===== src/rtl/alu_seq_pkg.sv =====
// alu_seq_pkg: shared definitions for the ALU command sequencer.
// Holds the command opcode encoding, the FSM state type and the
// register-index width used by the sequencer and its register file.
package alu_seq_pkg;

    localparam int REG_IDX_W = 2;
    localparam int NUM_REGS  = 4;

    localparam logic [2:0] CMD_ADD = 3'b000;
    localparam logic [2:0] CMD_SUB = 3'b001;
    localparam logic [2:0] CMD_AND = 3'b010;
    localparam logic [2:0] CMD_INC = 3'b011;
    localparam logic [2:0] CMD_LDI = 3'b100;

    typedef enum logic [1:0] {
        ST_IDLE  = 2'd0,
        ST_ISSUE = 2'd1,
        ST_WB    = 2'd2
    } state_t;

endpackage


===== src/rtl/alu_seq_regfile.sv =====
// alu_seq_regfile: 4-entry operand register file for the ALU sequencer.
// Two combinational read ports feed the ALU operands; the single write
// port commits results on the clock edge. Everything clears to zero on
// an asynchronous active-low reset.
module alu_seq_regfile
    import alu_seq_pkg::*;
#(
    parameter int DATA_WIDTH = 8
) (
    input  logic                  clk,
    input  logic                  rst_n,
    input  logic                  we,
    input  logic [REG_IDX_W-1:0]  waddr,
    input  logic [DATA_WIDTH-1:0] wdata,
    input  logic [REG_IDX_W-1:0]  raddr_a,
    output logic [DATA_WIDTH-1:0] rdata_a,
    input  logic [REG_IDX_W-1:0]  raddr_b,
    output logic [DATA_WIDTH-1:0] rdata_b
);

    logic [DATA_WIDTH-1:0] regs [NUM_REGS];

    // Storage: clear all entries on reset, otherwise write one entry when enabled
    always_ff @(posedge clk or negedge rst_n) begin
        if (!rst_n) begin
            for (int i = 0; i < NUM_REGS; i++) begin
                regs[i] <= '0;
            end
        end else if (we) begin
            regs[waddr] <= wdata;
        end
    end

    assign rdata_a = regs[raddr_a];
    assign rdata_b = regs[raddr_b];

endmodule


===== src/rtl/alu_cmd_sequencer.sv =====
// alu_cmd_sequencer: turns the combinational 2-bit-opcode ALU into a
// sequential execute unit. Commands arrive over valid/ready; ALU ops go
// IDLE -> ISSUE -> WB, LDI goes IDLE -> WB, illegal opcodes are dropped.
// Optional feature macro: ALU_SEQ_FLAGS_EN adds registered flag_z/flag_n.
module alu_cmd_sequencer
    import alu_seq_pkg::*;
#(
    parameter int DATA_WIDTH = 8
) (
    input  logic                  clk,
    input  logic                  rst_n,
    input  logic                  cmd_valid,
    output logic                  cmd_ready,
    input  logic [2:0]            cmd_op,
    input  logic [1:0]            cmd_dst,
    input  logic [1:0]            cmd_src_a,
    input  logic [1:0]            cmd_src_b,
    input  logic [DATA_WIDTH-1:0] cmd_imm,
    output logic [1:0]            alu_op,
    output logic [DATA_WIDTH-1:0] alu_a,
    output logic [DATA_WIDTH-1:0] alu_b,
    input  logic [DATA_WIDTH-1:0] alu_result,
    output logic                  res_valid,
    output logic [1:0]            res_dst,
    output logic [DATA_WIDTH-1:0] res_data
`ifdef ALU_SEQ_FLAGS_EN
    ,
    output logic                  flag_z,
    output logic                  flag_n
`endif
);

    state_t state, state_next;

    logic [1:0]            lat_alu_op;
    logic [1:0]            lat_dst;
    logic [1:0]            lat_src_a;
    logic [1:0]            lat_src_b;
    logic [DATA_WIDTH-1:0] result;

    logic                  accept;
    logic                  is_alu_cmd;
    logic                  is_ldi;
    logic                  rf_we;
    logic [DATA_WIDTH-1:0] rd_a;
    logic [DATA_WIDTH-1:0] rd_b;

    assign accept     = cmd_valid & cmd_ready;
    assign is_alu_cmd = (cmd_op[2] == 1'b0);
    assign is_ldi     = (cmd_op == CMD_LDI);

    alu_seq_regfile #(
        .DATA_WIDTH (DATA_WIDTH)
    ) u_regfile (
        .clk     (clk),
        .rst_n   (rst_n),
        .we      (rf_we),
        .waddr   (lat_dst),
        .wdata   (result),
        .raddr_a (lat_src_a),
        .rdata_a (rd_a),
        .raddr_b (lat_src_b),
        .rdata_b (rd_b)
    );

    // State register; reset aborts any command in flight
    always_ff @(posedge clk or negedge rst_n) begin
        if (!rst_n) begin
            state <= ST_IDLE;
        end else begin
            state <= state_next;
        end
    end

    // Next-state decode and all handshake, ALU-drive and writeback outputs
    always_comb begin
        state_next = state;
        cmd_ready  = 1'b0;
        alu_op     = 2'b00;
        alu_a      = '0;
        alu_b      = '0;
        res_valid  = 1'b0;
        res_dst    = 2'b00;
        res_data   = '0;
        rf_we      = 1'b0;
        case (state)
            ST_IDLE: begin
                cmd_ready = rst_n;
                if (cmd_valid && rst_n) begin
                    if (is_alu_cmd) begin
                        state_next = ST_ISSUE;
                    end else if (is_ldi) begin
                        state_next = ST_WB;
                    end
                end
            end
            ST_ISSUE: begin
                alu_op     = lat_alu_op;
                alu_a      = rd_a;
                alu_b      = rd_b;
                state_next = ST_WB;
            end
            ST_WB: begin
                res_valid  = 1'b1;
                res_dst    = lat_dst;
                res_data   = result;
                rf_we      = 1'b1;
                state_next = ST_IDLE;
            end
            default: begin
                state_next = ST_IDLE;
            end
        endcase
    end

    // Command fields are captured at the handshake; the result register
    // takes the immediate for LDI or the ALU output at the end of ISSUE
    always_ff @(posedge clk or negedge rst_n) begin
        if (!rst_n) begin
            lat_alu_op <= 2'b00;
            lat_dst    <= 2'b00;
            lat_src_a  <= 2'b00;
            lat_src_b  <= 2'b00;
            result     <= '0;
        end else if (accept) begin
            lat_alu_op <= cmd_op[1:0];
            lat_dst    <= cmd_dst;
            lat_src_a  <= cmd_src_a;
            lat_src_b  <= cmd_src_b;
            if (is_ldi) begin
                result <= cmd_imm;
            end
        end else if (state == ST_ISSUE) begin
            result <= alu_result;
        end
    end

`ifdef ALU_SEQ_FLAGS_EN
    // Zero/negative flags follow the value written back and hold in between
    always_ff @(posedge clk or negedge rst_n) begin
        if (!rst_n) begin
            flag_z <= 1'b0;
            flag_n <= 1'b0;
        end else if (res_valid) begin
            flag_z <= (res_data == '0);
            flag_n <= res_data[DATA_WIDTH-1];
        end
    end
`endif

endmodule


===== config.mk =====
export PLATFORM = sky130hd
export DESIGN_NAME = alu_cmd_sequencer
export DESIGN_NICKNAME = d
export VERILOG_FILES = /design/src/rtl/alu_seq_pkg.sv /design/src/rtl/alu_seq_regfile.sv /design/src/rtl/alu_cmd_sequencer.sv
export SDC_FILE = /design/constraint.sdc
export NUM_CORES = 1
export LEC_CHECK = 0
export CAP_MARGIN = 40
export CORE_UTILIZATION = 43
export CTS_BUF_LIST = sky130_fd_sc_hd__clkbuf_4
export CTS_CLUSTER_SIZE = 24
export DETAILED_ROUTE_END_ITERATION = 16
export GPL_ROUTABILITY_DRIVEN = 0
export PLACE_DENSITY = 0.78
export SYNTH_ARGS = -nofsm -noshare
export SYNTH_HDL_FRONTEND = slang
export SYNTH_SLANG_ARGS = --single-unit

===== constraint.sdc =====
create_clock -name clk -period 2.1 [get_ports clk]
set_input_delay 0.42 -clock clk [delete_from_list [all_inputs] [get_ports clk]]
set_output_delay 0.42 -clock clk [all_outputs]
set_load 0.01 [all_outputs]

# Word-level counts from Yosys, hierarchy flattened
# Cells that the tools add are included.
# word_totals
reg_bits	50
latch_bits	0
ramBits	0
romBits	0
word_cells	53
mem_count	0
# op_classes
add_sub_neg	0
multipliers	0
n_div	0
magnitude_cmp	4
n_eq_ne	6
shift	0
n_mux	23
bitwise	4
reduce_logical	6
# op_table
cell	n
$mux W8	11
$bmux W8 S2	2
$bwmux W32	1
$demux W8 S2	1
$mux W2	5
$ge A3 B3 Y1 const B	3
$not A2 Y3	3
$pmux W2 S2	1
$reduce_and A2 Y1	2
$eq A3 B3 Y1 const B	1
$lt A3 B1 Y1 const B	1
$ne A3 B3 Y1 const B	1
$eq A2 B1 Y1 const B	1
$eq A2 B2 Y1 const B	1
$logic_and A1 B1 Y1	2
$logic_not A2 Y1	1
$mux W1	2
$ne A2 B1 Y1 const B	1
$ne A2 B2 Y1 const B	1
$reduce_bool A2 Y1	1
$and A1 B1 Y1	1

# Logic depth before layout (Yosys ltp)
# Gate-level depths: netlist of the first run.
# depth
depth_word	6
mapped_depth	5
mapped_depth_nobuf	3

# Cells and area by module
# A second synthesis of the first run with hierarchy kept.
# unflattened
hier_cells	171
area_unflattened_um2	2608.8
# by_module_without_submodules
module	n_inst	cells_each	area_per_inst_um2	seq_area_each_um2
alu_seq_regfile	1	88	1590.3	800.8
alu_cmd_sequencer	1	83	1018.5	450.4

# Worst setup path before layout of the first run
# Ideal clock, no wire load.
# synth_timing
kind	input to register
start	input cmd_op[1]
end	register result[0]
arrival_ns	1.570
required_time_ns	1.975
setup_slack_ns	0.405
path_stages	3
path_cell_list	or4b_1 > o21ai_4 > mux2_2
# synth_via
elab_chain_len	3
# synth_lines
element	line	text
start, declared	alu_cmd_sequencer.sv:14	input logic [2:0] cmd_op,
$eq A3 B3 Y1	alu_cmd_sequencer.sv:50	assign is_ldi = (cmd_op == CMD_LDI);
$ne A2 B1 Y1 (no line)	n/a	
$reduce_and A2 Y1 (no line)	n/a	
end signal, assigned	alu_cmd_sequencer.sv:131	result <= cmd_imm;
end signal, assigned	alu_cmd_sequencer.sv:134	result <= alu_result;
end, declared	alu_cmd_sequencer.sv:39	logic [DATA_WIDTH-1:0] result;
# Every way passes these cells.
# A chain may end at the register's enable or synchronous reset.

# Worst setup path in the final report of the first run
# layout_timing
start	register lat_src_b[0]
end	output alu_b[0]
# layout_via
elab_chain_len	5
# layout_lines
element	line	text
start, declared	alu_cmd_sequencer.sv:38	logic [1:0] lat_src_b;
start signal, assigned	alu_cmd_sequencer.sv:129	lat_src_b <= cmd_src_b;
$not A2 Y3 (not written as such)	alu_seq_regfile.sv:35	assign rdata_b = regs[raddr_b];
$bmux W8 S2	alu_seq_regfile.sv:35	
$mux W8 (not written as such) (2 in series)	alu_seq_regfile.sv:35	
$mux W8	alu_cmd_sequencer.sv:86	case (state)
end, declared	alu_cmd_sequencer.sv:21	output logic [DATA_WIDTH-1:0] alu_b,
# Every way passes these cells. The select of a mux whose other input is x is not followed.

==> results of run 1 <==
## per-stage QoR
| step | utilization [%] | instances | instance area [sq um] |
|---|---|---|---|
| floorplan | - | 177 | 2570 |
| global placement | 58.5 | 307 | 3300 |
| detailed placement | 58.5 | 307 | 3300 |
| CTS | 59.4 | 320 | 3350 |
| global route | 59.8 | 319 | 3370 |
| finish | 59.8 | 319 | 3370 |
## per-layer routing
metal / track usage, % / up-vias / part of all wire, %
li1: - / 787 / -
met4: 6.55 / 0 / 1.4
met1: 25.7 / 870 / 44
met3: 2.41 / 8 / 2.5
met2: 34.1 / 31 / 52
met5: 0 / - / 0
## registers in the layout, indices dropped and copies added (netlist names)
| signal | flops |
|---|---|
| lat_alu_op | 2 |
| u_regfile.regs | 32 |
| result | 8 |
| lat_dst | 2 |
| state | 2 |
| lat_src_a | 2 |
| lat_src_b | 2 |
## placed cells by master, fill, tap and decap left out
| cell | n |
|---|---|
| mux2_2 | 54 |
| dfrtp_1 | 48 |
| clkdlybuf4s50_1 | 26 |
| mux4_2 | 16 |
| nor2b_1 | 15 |
| buf_2 | 15 |
| and2_1 | 10 |
| clkdlybuf4s15_1 | 10 |
| buf_6 | 9 |
| buf_4 | 6 |
| clkbuf_4 | 5 |
| nand2_1 | 3 |
| dlygate4sd2_1 | 3 |
| buf_12 | 3 |
| inv_1 | 2 |
| nor2_1 | 2 |
| nor2b_4 | 2 |
| and3b_1 | 2 |
| o21ai_0 | 2 |
| dfrtp_2 | 2 |
| nand2b_1 | 1 |
| and2b_1 | 1 |
| nor3b_1 | 1 |
| nand3_1 | 1 |
| and4bb_2 | 1 |
| or4b_1 | 1 |
| o21ai_4 | 1 |
| nor3b_2 | 1 |
| clkinv_1 | 1 |
| dlygate4sd3_1 | 1 |
| dlymetal6s2s_1 | 1 |
| buf_8 | 1 |
## worst paths after layout
kind                            cells after the start                end  slack (ps)
worst max-delay path                                5           alu_b[0]         -70
worst min-delay path                                2         lat_dst[1]         190
worst max register to register                      5          result[0]         210
worst min register to register                      1  u_regfile.regs[3]         530
max in group asynchronous                           2       lat_src_a[1]        1460
min in group clk                                    1  u_regfile.regs[3]         530
## cells in the mapped netlist, drive strengths merged
cell,n
and2,10
nand2b,1
nor2,2
mux2,54
o21ai,3
buf,6
nor2b,17
nor3b,2
dfrtp,50
and2b,1
and4bb,1
clkbuf,5
nand3,1
nand2,3
inv,2
or4b,1
and3b,2
mux4,16
## kinds of logic (layout without fill, tap and decap cells)
group / Yosys count / in the layout
multiplexers: 70 / 70
flip-flops: 50 / 50
AND/OR/NAND/NOR: 41 / 41
buffers and inverters: 13 / 83
AO/OA/AOI/OAI: 3 / 3
## where the power goes
part	internal, mW	leakage (nW)	switching [mW]
Clock	0.115	0.0246	0.279
Sequential	1.34	0.607	0.327
Combinational	0.828	0.828	0.288
## what timing repair did
item	in CTS	in global routing
setup buffers	7	0
setup endpoints to repair	29	26
hold buffers	1	0
endpoints found under the hold margin	3	0
gates resized for setup	91	15
## area by class of cell
type,instances,area (sq um),share of cell area [%]
Inverter,2,7.51,0.222
Sequential cell,50,1250,37.2
Tap cell,72,90.1,2.67
Multi-Input combinational cell,114,1280,37.8
Timing Repair Buffer,75,706,20.9
Clock inverter,1,3.75,0.111
Clock buffer,5,37.5,1.11
==> results.yml, run 1 <==
yosys:
  synth_compound_area_share_pct: 1.02
  syn_avg_cell_area_sq_um: 14.5
  synth_xor_area_share_pct: 0
  synthSimpleGateAreaFrac_pct: 10.4
  syn_area_sq_um: 2570
  synth_area_leaders: "dfrtp_1 (49%), mux2_2 (24%), mux4_2 (14%)"
  ys_types: 20
  synth_mux_area_share_pct: 37.7
  yosysTopAreaCell: "dfrtp_1"
  synth_top_family_by_area: "multiplexers"
  yosys.area.top_type_share_pct: 48.7
  syn_inst: 177
  ys_seq_area_share_pct: 48.7
  synth-seq-cells: 50
  synth_nets: 205
  synth-adder-area-share_pct: 0
  yosys_warnings: 0
clocking:
  clock_sinks: 50
  htreeDepth: 2
  clk_path_buf_depth: 2
  cts_tree: "built"
  clkTransAtPathRegs_ps: 140
  numCtsBuffers: 5
  clockRootBuffer: "clkbuf_4"
  clk_latency_ps: 360
setup_path:
  endpoint_kind: "output port"
  path_class: "reg -> out"
  slowest_delay_ps: 480
  path_common_cell: "buf_6"
  worstPathMaxFanout: 4
  crit_path_top_delay_cell: "mux4_2"
  cp.arrival_ps: 1750
  critPathLaunchType: "register"
  cp_num_buf_inv: 3
  cp_cell_sequence: "buf_6 > buf_6 > mux4_2 > nor2b_1 > buf_2"
  crit_required_ps: 1680
  cp_top_family: "multiplexers"
  crit_path_start: "lat_src_b[0]"
  r2r-start: "state[1]"
timing:
  tightest_slew_ps: 597
  slew_viol_final: 0
  max_freq_mhz: 460
  tns_ps: -212
  worst_slack_ps: -72.3
  max_slew_margin_pct: 60.2
  setup_violations: 5
  whs_ps: 187
  period_needed_ps: 2170
  rsz0062_at_grt: "true"
  hold_viol: 0
  skew_ps: 12.4
  fin_crit_sh_pct: 103
global_route:
  grt_pass1_vias: 1794
  grt-ovfl-total: 0
  grt_max_degree: 48
  antenna_found_initial: 0
  grtUsageTotal_pct: 19.8
  grt_pass1_wl_mm: 9.20
power_and_ir_drop:
  power_density_nw_per_um2: 941
  ir_drop_mv: 0.478
  power.total_mw: 3.18
  p_leak_nw: 1.46
final_layout:
  fin_nets: 276
  syn2layout_area_growth_pct: 31.4
  fillers: 463
  post_route_cells_drive_above_1_share_pct: 47.0
  diodes: 0
die:
  die_w_um: 79.3
  core_sq_um: 5640
  initial_core_util_pct: 45.5
  die-area_sq_um: 6290
  die_y_um: 79.3
  placement_rows: 27
  ioPinCount: 58
drt:
  finalWirelength_mm: 5.50
  ant_nets: 0
  post_drt_wl_per_cell_um: 17.2
  drtIter0Drc: 97
  dr.pass1.iters: 4
  drcViolationCount: 0
  vias: 1696
  via_per_inst: 5.32
place:
  port_buffers: 57
  hpwl_mm: 3.72
  place_ws_ps: -88.8
run:
  max_cap_violations: 0
outcome:
  outcome: "finished with violations"
  violations: "setup timing"
worst_hold_path:
  min_path_type: "in -> async"
No activity file was read; power rests on OpenSTA's default activity.
==> run 2, diff against run 1 <==
Settings changed: GPL_ROUTABILITY_DRIVEN 0 to unset, RECOVER_POWER set to 25, SKIP_CTS_REPAIR_TIMING set to 1.
==> results.yml, run 2 (synthesized netlist as in run 1, its figures left out) <==
power_and_ir_drop:
  ir_drop_mv: 0.477
  p_leak_nw: 1.63
  power_density_nw_per_um2: 932
setup_path:
  crit_required_ps: 1680
  critPathLaunchType: "register"
  path_class: "reg -> out"
  worstPathMaxFanout: 5
  cp.arrival_ps: 1730
  endpoint_kind: "output port"
place:
  port_buffers: 57
  placed_cell_area_sq_um: 3300
  place_ws_ps: -88.8
  place_inst: 307
  gp_congestion: 0.710
  hpwl_mm: 3.72
clocking:
  clkTransAtPathRegs_ps: 140
  cts_tree: "built"
  clock_sinks: 50
  numCtsBuffers: 5
  clk_path_buf_depth: 2
  clockRootBuffer: "clkbuf_4"
  htreeDepth: 2
  clk_latency_ps: 360
timing:
  max_freq_mhz: 464
  max_slew_margin_pct: 24.1
  hold_viol: 0
  worst_slack_ps: -54.7
  period_needed_ps: 2150
  skew_ps: 13.4
  setup_violations: 16
  rsz0062_at_grt: "true"
  slew_viol_final: 0
  tightest_slew_ps: 1140
  whs_ps: 439
  fin_crit_sh_pct: 103
worst_hold_path:
  min_path_type: "in -> async"
drt:
  drtIter0Drc: 95
  via_per_inst: 5.28
  drcViolationCount: 0
  dr.pass1.iters: 4
  finalWirelength_mm: 5.39
  ant_nets: 0
  vias: 1680
  post_drt_wl_per_cell_um: 16.9
final_layout:
  stdcell_count: 318
  diodes: 0
  final_util_pct: 59.6
  top_regs: "u_regfile.regs (32), result (8)"
  final_common_cell: "mux2_2"
  syn2layout_area_growth_pct: 30.8
  final_cell_mix: "mux2_2 (54), dfrtp_1 (48), clkdlybuf4s50_1 (26)"
  largest_reg_flops: 32
  top_register: "u_regfile.regs"
  fin_nets: 275
  post_route_cells_drive_above_1_share_pct: 45.5
  fin_area_sq_um: 3360
die:
  die_w_um: 79.3
  die-area_sq_um: 6290
  initial_core_util_pct: 45.5
  ioPinCount: 58
  die_y_um: 79.3
  placement_rows: 27
  core_sq_um: 5640
run:
  max_cap_violations: 0
global_route:
  grt_max_degree: 48
  antenna_found_initial: 0
  grtUsageTotal_pct: 19.1
  grt-ovfl-total: 0
  grt_pass1_wl_mm: 8.87
  grt_pass1_vias: 1730
outcome:
  violations: "setup timing"
  outcome: "finished with violations"
## run 2: layout make-up
type / count / area (sq um)
Clock buffer: 5 / 37.5
Multi-Input combinational cell: 114 / 1260
Inverter: 2 / 7.51
Clock inverter: 1 / 3.75
Tap cell: 72 / 90.1
Sequential cell: 50 / 1250
Fill cell: 458 / 2280
Timing Repair Buffer: 74 / 707
## run 2: routing by layer
metal	global-route usage [%]	part of all wire [%]
met1	25.6	45
met2	32.1	51
met3	2.41	2.7
met4	6.55	1.4
met5	0	0
## run 2: path summary, 6_finish.rpt
path	cells past startpoint	to	slack, ps	startpoint
max	5	alu_b[3]	-50	lat_src_b[0]
min	2	state[0]	440	rst_n
max reg2reg	4	u_regfile.regs[14]	270	state[0]
min reg2reg	1	u_regfile.regs[3]	540	u_regfile.regs[3]
max in group asynchronous	3	lat_src_a[1]	190	rst_n
min in group clk	1	u_regfile.regs[3]	540	u_regfile.regs[3]
## run 2: power breakdown
part / internal, mW / total [mW] / switching, mW / leakage, nW
sequential: 1.34 / 1.66 / 0.317 / 0.607
combinational: 0.804 / 1.08 / 0.278 / 1.00
clock: 0.115 / 0.394 / 0.279 / 0.0246
total: 2.26 / 3.13 / 0.874 / 1.63
## run 2: per-stage QoR
stage / power (mW) / setup TNS (ps)
3_3_place_gp: 2.73 / -588
6_report: 3.13 / -635
4_1_cts: 3.15 / -7740
5_1_grt: 3.34 / -2690
3_5_place_dp: 2.77 / -647
2_1_floorplan: 2.41 / 0
## run 2: critical path: stages, from the launching register on
cell and delay [ps]:
dfrtp_1 390, buf_4 120, buf_8 110, mux4_2 480
nor2b_1 150, clkbuf_2 130
